[config.mk]
export PLATFORM = sky130hd
export DESIGN_NAME = mux_rr_scheduler_flat
export DESIGN_NICKNAME = d
export VERILOG_FILES = /design/src/rtl/mux_sched_pkg.sv /design/src/rtl/mux_rr_scheduler_if.sv /design/src/rtl/rr_prio_enc.sv /design/src/rtl/mux_rr_scheduler.sv /design/src/flat_wrapper.sv
export SDC_FILE = /design/constraint.sdc
export NUM_CORES = 1
export LEC_CHECK = 0
export CORE_MARGIN = 10
export CORE_UTILIZATION = 40
export DETAILED_ROUTE_END_ITERATION = 12
export HOLD_SLACK_MARGIN = 0.08
export PLACE_DENSITY = 0.73
export SLEW_MARGIN = 20
export SYNTH_ARGS = -nofsm -noshare
export SYNTH_HDL_FRONTEND = slang
export SYNTH_SLANG_ARGS = --single-unit
[constraint.sdc]
create_clock -name clk -period 3.3 [get_ports clk]
set_clock_uncertainty 0.1 [all_clocks]
set_input_delay 0.495 -clock clk [delete_from_list [all_inputs] [get_ports clk]]
set_output_delay 0.495 -clock clk [all_outputs]
set_load 0.05 [all_outputs]
[src/rtl/mux_sched_pkg.sv]
// Shared constants and state encoding for the round-robin mux scheduler.
package mux_sched_pkg;
    localparam int N_REQ = 8;
    localparam int SEL_W = 3;

    typedef enum logic {
        ST_IDLE = 1'b0,
        ST_BUSY = 1'b1
    } state_t;
endpackage

[src/rtl/mux_rr_scheduler_if.sv]
// Request/grant bundle between the requesters (master) and the scheduler (slave).
interface mux_rr_scheduler_if;
    import mux_sched_pkg::*;

    logic [N_REQ-1:0] req;
    logic [N_REQ-1:0] gnt;
    logic [SEL_W-1:0] sel;
    logic             valid;
    logic             slot_last;

    modport master (output req, input gnt, input sel, input valid, input slot_last);
    modport slave  (input req, output gnt, output sel, output valid, output slot_last);
endinterface

[src/rtl/rr_prio_enc.sv]
// Circular priority encoder: first set request at or above ptr, wrapping 7 -> 0.
module rr_prio_enc
    import mux_sched_pkg::*;
(
    input  logic [N_REQ-1:0] req,
    input  logic [SEL_W-1:0] ptr,
    output logic             found,
    output logic [SEL_W-1:0] idx
);
    logic [2*N_REQ-1:0] dbl;
    logic [N_REQ-1:0]   rot;
    logic [SEL_W-1:0]   pos;

    always_comb begin
        dbl   = {req, req};
        rot   = N_REQ'(dbl >> ptr);
        found = |rot;
        pos   = '0;
        // Descending scan so the lowest set bit of the rotated vector wins.
        for (int i = N_REQ - 1; i >= 0; i--) begin
            if (rot[i]) pos = SEL_W'(i);
        end
        idx = pos + ptr;
    end
endmodule

[src/rtl/mux_rr_scheduler.sv]
// Round-robin owner of the 8:1 mux select: grants one requester for up to SLOT_CYCLES cycles.
module mux_rr_scheduler
    import mux_sched_pkg::*;
#(
    parameter int SLOT_CYCLES = 4
) (
    input  logic              clk,
    input  logic              rst,
    mux_rr_scheduler_if.slave bus
);
    localparam logic [7:0] CNT_LAST = 8'(SLOT_CYCLES - 1);

    state_t           state, state_nxt;
    logic [SEL_W-1:0] ptr, ptr_nxt;
    logic [SEL_W-1:0] sel_q, sel_nxt;
    logic [7:0]       slot_cnt, cnt_nxt;
    logic             found;
    logic [SEL_W-1:0] win;
    logic             busy;
    logic             at_last;
    logic             slot_end;

    rr_prio_enc u_enc (
        .req   (bus.req),
        .ptr   (ptr),
        .found (found),
        .idx   (win)
    );

    always_ff @(posedge clk or posedge rst) begin
        if (rst) begin
            state    <= ST_IDLE;
            ptr      <= '0;
            sel_q    <= '0;
            slot_cnt <= '0;
        end else begin
            state    <= state_nxt;
            ptr      <= ptr_nxt;
            sel_q    <= sel_nxt;
            slot_cnt <= cnt_nxt;
        end
    end

    always_comb begin
        state_nxt = state;
        ptr_nxt   = ptr;
        sel_nxt   = sel_q;
        cnt_nxt   = slot_cnt;
        busy      = (state == ST_BUSY);
        at_last   = busy && (slot_cnt == CNT_LAST);
        // A dropped request ends the slot early but is not flagged on slot_last.
        slot_end  = at_last || !bus.req[sel_q];

        case (state)
            ST_IDLE: begin
                if (found) begin
                    state_nxt = ST_BUSY;
                    sel_nxt   = win;
                    ptr_nxt   = win + 3'd1;
                    cnt_nxt   = '0;
                end
            end
            ST_BUSY: begin
                if (slot_end) begin
                    if (found) begin
                        sel_nxt = win;
                        ptr_nxt = win + 3'd1;
                        cnt_nxt = '0;
                    end else begin
                        state_nxt = ST_IDLE;
                        cnt_nxt   = '0;
                    end
                end else begin
                    cnt_nxt = slot_cnt + 8'd1;
                end
            end
            default: state_nxt = ST_IDLE;
        endcase

        bus.valid     = busy;
        bus.slot_last = at_last;
        bus.sel       = sel_q;
        bus.gnt       = busy ? (N_REQ'(1) << sel_q) : '0;
    end
endmodule

[src/flat_wrapper.sv]
// flat-port wrapper written by rule: the top's interface ports become plain ports
module mux_rr_scheduler_flat import mux_sched_pkg::*;
#(
    parameter int SLOT_CYCLES = 4
)
  (clk, rst, bus_req, bus_gnt, bus_sel, bus_valid, bus_slot_last);
  mux_rr_scheduler_if bus_i ();
  input  logic clk;
  input  logic rst;
  input wire logic [$bits(bus_i.req)-1:0] bus_req;
  output wire logic [$bits(bus_i.gnt)-1:0] bus_gnt;
  output wire logic [$bits(bus_i.sel)-1:0] bus_sel;
  output wire logic [$bits(bus_i.valid)-1:0] bus_valid;
  output wire logic [$bits(bus_i.slot_last)-1:0] bus_slot_last;
  assign bus_i.req = bus_req;
  assign bus_gnt = bus_i.gnt;
  assign bus_sel = bus_i.sel;
  assign bus_valid = bus_i.valid;
  assign bus_slot_last = bus_i.slot_last;
  mux_rr_scheduler #(.SLOT_CYCLES(SLOT_CYCLES)) u_core (.clk(clk), .rst(rst), .bus(bus_i));
endmodule
==> metrics.log, run 1 <==
INFO  metric gpl_congestion = between 0.8 and 0.9
INFO  metric grt_setup_unrepaired = yes
INFO  metric timing_worst_setup_path_type = input port to flip-flop
INFO  metric timing_hold_violations_final = 0
INFO  metric drtPass1Iterations = 4
INFO  metric period_share = 100%
INFO  metric fp.dieH = roughly 80 um
INFO  metric globalRoute.totalOverflow = 0
INFO  metric p_per_area = between 1000 and 1500 mW/mm^2
INFO  metric vias_per_cell = 5.89
INFO  metric first_global_vias = 1486
INFO  metric grt_max_degree = 16
INFO  metric antenna_found_initial = 0
INFO  metric post-synth-top-count-cell = sky130_fd_sc_hd__nor2_1
INFO  metric holdCritPathClass = flip-flop to flip-flop
INFO  metric postSynth.asyncResetShare = 100%
INFO  metric sw_frac_of_total = 47.7%
INFO  metric critical_path_required = 3320 ps
INFO  metric timing.final.ws_setup = -8.96 ps
INFO  metric worstMarginPinSlew = 702 ps
INFO  metric synth.avg_cell_area = about 9.4 um^2
INFO  metric layout-area-overhead-vs-synth = 41.3%
INFO  metric start_util = a little over two fifths
INFO  metric clkPwrFrac = about 6.1%
INFO  metric design.final.nets = ~220
INFO  metric final_setup_violation_count = 1
INFO  metric htree_levels = 1
INFO  metric pin_count = 23
INFO  metric synth_nets = between 150 and 200
INFO  metric slew_headroom = between 50% and 60%
INFO  metric synth_enable_flop_cells = 0
INFO  metric dr.first_iter.drc_count = approximately 120
INFO  metric chipWidth = ~81 um
INFO  metric p_comb_share = around four fifths
INFO  metric synth_cell_type_count = 53
INFO  metric root_buffer = sky130_fd_sc_hd__clkbuf_8
INFO  metric outcome = finished, violations left
INFO  metric drt-wirelength-per-cell = ~18 um
INFO  metric net-switching-power = about 1.1 mW
INFO  metric num_antenna_cells = 0
INFO  metric cpMaxStageDelayCell = sky130_fd_sc_hd__mux4_2
INFO  metric critical_path.top_delay_family = adder cells
INFO  metric clock_buffers_created_by_tritoncts = 3
INFO  metric pre_cts_slack = -529 ps
INFO  metric max_cap_violations = 0
INFO  metric std_cell_rows = 21
INFO  metric die_area = around 0.0065 mm^2
INFO  metric clock_latency = around 240 ps
INFO  metric cp_common_cell = sky130_fd_sc_hd__ha_2
INFO  metric yosysSeqAreaShare = about a quarter
INFO  metric path_buf_inv = 1
INFO  metric final_antenna_net_count = 0
INFO  metric final.min_clock_period = between 3000 and 4000 ps
INFO  metric worstPathMaxFanout = 4
INFO  metric drcViolationCount = 0
INFO  metric report.final.slew_viol_count = 0
INFO  metric synthFlopType = sky130_fd_sc_hd__dfrtp_1
INFO  metric synth_seq_cells = 15
INFO  metric area_of_the_core_region = roughly 0.0034 mm^2
INFO  metric grt_use_total = between 10 and 15%
INFO  metric timing.setup.tns = -8.96 ps
INFO  metric totalWireLength = 4560 um
INFO  metric fmax = 302 MHz
INFO  metric clkSinkCount = 15
INFO  metric clk_transition_reported_paths = around 60 ps
INFO  metric global_route_wire_length_before_repair = between 7000 and 8000 um
INFO  metric dp_hpwl = 3390 um
INFO  metric synth_top_cells_by_area = sky130_fd_sc_hd__dfrtp_1 (25%), sky130_fd_sc_hd__mux4_2 (11%), sky130_fd_sc_hd__mux2i_1 (6.1%)
INFO  metric portBuffers = 22
INFO  metric ir_worst_vdd = roughly 0.66 mV
INFO  metric synthesis.yosys.warnings = 0
INFO  metric timing.critical_path.arrival = roughly 3300 ps
INFO  metric crit_path_start_kind = input port
INFO  metric vias = around 1500
INFO  metric failed_checks = setup timing
INFO  metric synthCells = roughly 160
INFO  metric yosys.area.top_type = sky130_fd_sc_hd__dfrtp_1
INFO  metric syn-cell-area = around 0.0015 mm^2
INFO  metric crit_chain = clkdlybuf4s15_2 -> mux4_2 -> or3_4 -> o31ai_2 -> a221oi_2 -> o21ba_1 -> ha_2 -> fa_1 -> ha_2 -> xor2_2 -> and3_1 -> a21oi_2 -> o211ai_1
INFO  metric cp_slowest_stage_delay = 490 ps
INFO  metric leakagePower = about 0.9 nW
INFO  metric share_seq_of_total_power = about 15%
INFO  metric cts_tree = yes
INFO  metric drive_gt1_share = between 30% and 40%
INFO  metric top_cells_by_instance_count_after_synthesis = sky130_fd_sc_hd__nor2_1 (17), sky130_fd_sc_hd__dfrtp_1 (15), sky130_fd_sc_hd__nand2_1 (11), sky130_fd_sc_hd__mux2i_1 (9)
INFO  metric area_fraction_of_the_dominant_cell_type_after_synthesis = around a quarter
INFO  metric clockBufferDepth = 2
INFO  metric critPathCaptureType = flip-flop
INFO  metric power_report.internal_total = 1.24 mW
power groups by stage:
stage | registers [mW] | logic (mW) | clock network [mW]
final | 0.364 | 1.86 | 0.145
after global routing | 0.378 | 1.99 | 0.159
after CTS | 0.367 | 1.70 | 0.151
after detailed placement | 0.366 | 1.64 | 0
after global placement | 0.358 | 1.57 | 0
after floorplan | 0.376 | 1.08 | 0
state kept, by name, indices dropped and copies added, names as in the netlist:
register	count
u_core.slot_cnt	8
u_core.bus.valid	1
u_core.ptr	3
u_core.bus.sel	3
repair_timing:
action                     CTS  global route
setup endpoints to repair    2             2
hold buffers                 0             0
resized for setup           20            20
buffers inserted             1             6
pin swaps                    7             5
kinds of logic after synthesis:
family	share of synthesized area [%]
and+or+nand+nor	23.6
AOI/OAI and AO/OA	19.0
muxes	22.9
DFF	25.5
buffers and inverters	3.31
adders and majority gates	3.91
xor gates and xnor gates	1.78
routing by layer:
metal / vias up / GRT usage, % / share of wire (%)
met1: 754 / 15.5 / 41
met2: 28 / 25.9 / 54
met3: 6 / 2.23 / 3.4
met5: - / 0 / 0
li1: 701 / - / -
met4: 0 / 4.50 / 1.3
path summary, 6_finish.rpt:
check                                   startpoint                  to  slack (ps)  depth (start not counted)
worst max-delay path                    bus_req[5]       u_core.ptr[2]          -9                         13
worst min-delay path            u_core.slot_cnt[0]  u_core.slot_cnt[0]         420                          1
worst max register to register       u_core.ptr[0]       u_core.ptr[2]          10                         12
worst min register to register  u_core.slot_cnt[0]  u_core.slot_cnt[0]         420                          1
max in group asynchronous                      rst       u_core.ptr[1]        2170                          2
min in group asynchronous                      rst  u_core.slot_cnt[2]         520                          2
layout by cell type, fill, tap and decap left out, drive strengths merged, types with 6 or more instances in the layout:
| cell | netlist | final |
|---|---|---|
| mux2 | 8 | 8 |
| dfrtp | 15 | 15 |
| a21oi | 7 | 7 |
| buf | 5 | 31 |
| nand2 | 12 | 12 |
| nor2 | 17 | 17 |
| a21o | 6 | 6 |
| mux4 | 7 | 7 |
| clkdlybuf4s50 | 0 | 14 |
| o21ai | 10 | 10 |
| mux2i | 9 | 9 |
area by class of cell:
cell class | instances | area (um^2)
multi-input cells | 132 | 1130
clock buffers | 4 | 45.0
well taps | 46 | 57.6
inverters | 3 | 11.3
flip-flops and latches | 15 | 378
repair buffers | 53 | 464
fillers | 298 | 1360
through the flow:
stage	hold WS (ps)	instance area (um^2)	cells	total power [mW]	util, %
2_1_floorplan	296	1470	156	1.46	-
3_5_place_dp	401	1890	242	2.00	55.0
3_3_place_gp	398	1890	242	1.93	55.0
6_report	417	2080	253	2.37	60.5
5_1_grt	434	2080	253	2.53	60.5
4_1_cts	406	1970	247	2.22	57.4
Power figures use the tool's default switching activity.
==> run 2, diff against run 1 <==
--- a/config.mk
+++ b/config.mk
@@ -10,6 +10,7 @@
 export DETAILED_ROUTE_END_ITERATION = 12
 export HOLD_SLACK_MARGIN = 0.08
 export PLACE_DENSITY = 0.73
+export REMOVE_ABC_BUFFERS = 1
 export SLEW_MARGIN = 20
 export SYNTH_ARGS = -nofsm -noshare
 export SYNTH_HDL_FRONTEND = slang
==> run 2 against run 1 <==
The flow still finishes with violations (setup timing). Cell area is 0.96% higher. Final cell count rose by 0.40%. Wire length decreased by 1.0%. Power increased by 2.9%. Sequential share of layout area shrank 0.17 points. Clock power grew 6%. Critical path type is now flip-flop to flip-flop. Non-clock buffer count is 1 higher. Clock-buffer cell count down 1. Hold slack gained 10 ps. Highest routed layer unchanged. Utilization up 0.58 points. Via count shrank 1.4%. Setup slack better by 6.7 ps.
==> metrics.log, run 2 (synthesis gave the netlist of run 1 again) <==
INFO  metric outcome = finished, violations left
INFO  metric failed_checks = setup timing
INFO  metric drive_gt1_share = 35.6% (+0.31 points)
INFO  metric std_cell_rows = 21 (unchanged)
INFO  metric drcViolationCount = 0 (unchanged)
INFO  metric final.min_clock_period = 3300 ps (-6.75 ps)
INFO  metric final_antenna_net_count = 0 (unchanged)
INFO  metric pin_count = 23 (unchanged)
INFO  metric largest_register_ff_count = 8 (unchanged)
INFO  metric design.final.nets = 223 (+0.45%)
INFO  metric clk_transition_reported_paths = 60 ps (about the same)
INFO  metric holdCritPathClass = flip-flop to flip-flop
INFO  metric power.total = 2.44 mW (+2.9%)
INFO  metric global_route_wire_length_before_repair = 7430 um (+1.6%)
INFO  metric postLayoutCoreUtil = 61.1% (+0.58 points)
INFO  metric worstPathMaxFanout = 4 (unchanged)
INFO  metric drt-wirelength-per-cell = 17.8 um (-1.4%)
INFO  metric most-common-layout-cells = sky130_fd_sc_hd__buf_4 (26), sky130_fd_sc_hd__nor2_1 (17), sky130_fd_sc_hd__clkdlybuf4s50_1 (14)
INFO  metric antenna_found_initial = 0 (unchanged)
INFO  metric timing.final.ws_setup = -2.22 ps (+6.75 ps)
INFO  metric globalRoute.totalOverflow = 0 (unchanged)
INFO  metric area_of_the_core_region = 0.00344 mm^2 (unchanged)
INFO  metric fmax = 303 MHz (+0.20%)
INFO  metric timing.setup.tns = -2.22 ps (+6.75 ps)
INFO  metric layout-area-overhead-vs-synth = 42.7%
INFO  metric met3WireLength = 143 um (-7.1%)
INFO  metric timing_worst_setup_path_type = flip-flop to flip-flop
INFO  metric critPathCaptureType = flip-flop
INFO  metric chipWidth = 80.7 um (unchanged)
INFO  metric slew_headroom = 55.1% (+2.1 points)
INFO  metric critical_path_required = 3330 ps (about the same)
INFO  metric fp.dieH = 80.7 um (unchanged)
INFO  metric clockBufferDepth = 2 (unchanged)
INFO  metric totalWireLength = 4510 um (-1.0%)
INFO  metric timing.critical_path.arrival = 3330 ps (about the same)
INFO  metric max_cap_violations = 0 (unchanged)
INFO  metric grt_use_total = 14.3% (+0.45 points)
INFO  metric crit_path_start_kind = flip-flop
INFO  metric grt_setup_unrepaired = yes
INFO  metric worst_case_reg_to_reg_path_depth = 12 (unchanged)
INFO  metric htree_levels = 1 (unchanged)
INFO  metric final_setup_violation_count = 1 (unchanged)
INFO  metric gpl_congestion = 0.872 (+1.6%)
INFO  metric leakagePower = 0.898 nW (+1.2%)
INFO  metric m1WireLength = 1760 um (-6.3%)
INFO  metric timing_hold_violations_final = 0 (unchanged)
INFO  metric p_per_area = 1160 mW/mm^2 (+1.9%)
INFO  metric first_global_vias = 1548 (+4.2%)
INFO  metric period_share = 100% (-0.20 points)
INFO  metric ir_worst_vdd = 0.466 mV (-29%)
INFO  metric grt_max_degree = 16 (unchanged)
INFO  metric die_area = 0.00651 mm^2 (unchanged)
INFO  metric routed-wl-met2 = 2460 um (about the same)
INFO  metric dp_hpwl = 3410 um (+0.40%)
INFO  metric clock_buffers_created_by_tritoncts = 3 (unchanged)
INFO  metric clkSinkCount = 15 (unchanged)
INFO  metric report.final.slew_viol_count = 0 (unchanged)
INFO  metric root_buffer = sky130_fd_sc_hd__clkbuf_8
INFO  metric worstMarginPinSlew = 670 ps (-31.8 ps)
INFO  metric final_common_cell = sky130_fd_sc_hd__buf_4
INFO  metric cts_tree = yes
INFO  metric pre_cts_slack = -640 ps (-111 ps)
INFO  metric portBuffers = 22 (unchanged)
INFO  metric largest_register = u_core.slot_cnt
INFO  metric num_antenna_cells = 0 (unchanged)
INFO  metric cts.hold.buffers_added = 0 (unchanged)
INFO  metric hold_depth = 1 (unchanged)
INFO  metric start_util = 42.8% (unchanged)
INFO  metric vias_per_cell = 5.78 (-1.8%)
INFO  metric dr.first_iter.drc_count = 97 (-20%)
INFO  metric vias = 1468 (-1.4%)
INFO  metric topRoutingLayerUsed = met4
INFO  metric clock_latency = 250 ps (about the same)
INFO  metric drtPass1Iterations = 4 (unchanged)
[run 2: stage by stage]
stage / instance area, um^2 / hold slack (ps) / std cells
after global routing: 2100 / 456 / 254
after CTS: 2010 / 435 / 250
after detailed placement: 1900 / 419 / 243
after floorplan: 1440 / 296 / 150
after global placement: 1900 / 398 / 243
final: 2100 / 428 / 254
[run 2: final timing paths]
| kind | startpoint | end | slack (ps) |
|---|---|---|---|
| setup / recovery | u_core.ptr[0] | u_core.ptr[2] | -2 |
| hold / removal | u_core.slot_cnt[0] | u_core.slot_cnt[0] | 430 |
| hold reg to reg | u_core.slot_cnt[0] | u_core.slot_cnt[0] | 430 |
| max in group asynchronous | rst | u_core.ptr[0] | 2180 |
| min in group asynchronous | rst | u_core.bus.sel[0] | 500 |
| setup reg to reg | u_core.ptr[0] | u_core.ptr[2] | -2 |
[run 2: what timing repair did]
| action | 4_1_cts | 5_1_grt |
|---|---|---|
| gates resized for setup | 20 | 18 |
| setup buffers | 3 | 4 |
| setup endpoints to repair | 3 | 3 |
| pin swaps | 6 | 5 |
[run 2: per-layer routing]
layer,vias to the layer above,track usage [%]
li1,701,-
met1,723,14.3
met2,33,27.6
met3,11,2.56
met4,0,6.57
met5,-,0
[run 2: worst max-delay path, cell delays in order, from the launching register on]
cell	delay, ps
sky130_fd_sc_hd__dfrtp_2	420
sky130_fd_sc_hd__mux4_2	530
sky130_fd_sc_hd__or3_4	380
sky130_fd_sc_hd__o31ai_2	80
sky130_fd_sc_hd__a221oi_2	90
sky130_fd_sc_hd__o21ba_1	200
sky130_fd_sc_hd__ha_2	180
sky130_fd_sc_hd__fa_1	470
sky130_fd_sc_hd__ha_2	210
sky130_fd_sc_hd__xor2_2	150
sky130_fd_sc_hd__and3_4	180
sky130_fd_sc_hd__a21oi_2	100
sky130_fd_sc_hd__o211ai_1	90
[run 2: area by class of cell]
type | count | area, um^2
well taps | 46 | 57.6
multi-input cells | 132 | 1130
fillers | 305 | 1340
clock inverters | 1 | 5.00
inverters | 3 | 11.3
clock buffers | 3 | 41.3
repair buffers | 54 | 478
flip-flops and latches | 15 | 378
[run 2: power breakdown]
| group | switching (mW) | internal [mW] | leakage, nW |
|---|---|---|---|
| registers | 0.107 | 0.253 | 0.185 |
| logic | 0.986 | 0.937 | 0.687 |
| clock network | 0.0691 | 0.0838 | 0.0255 |
| total | 1.16 | 1.27 | 0.898 |
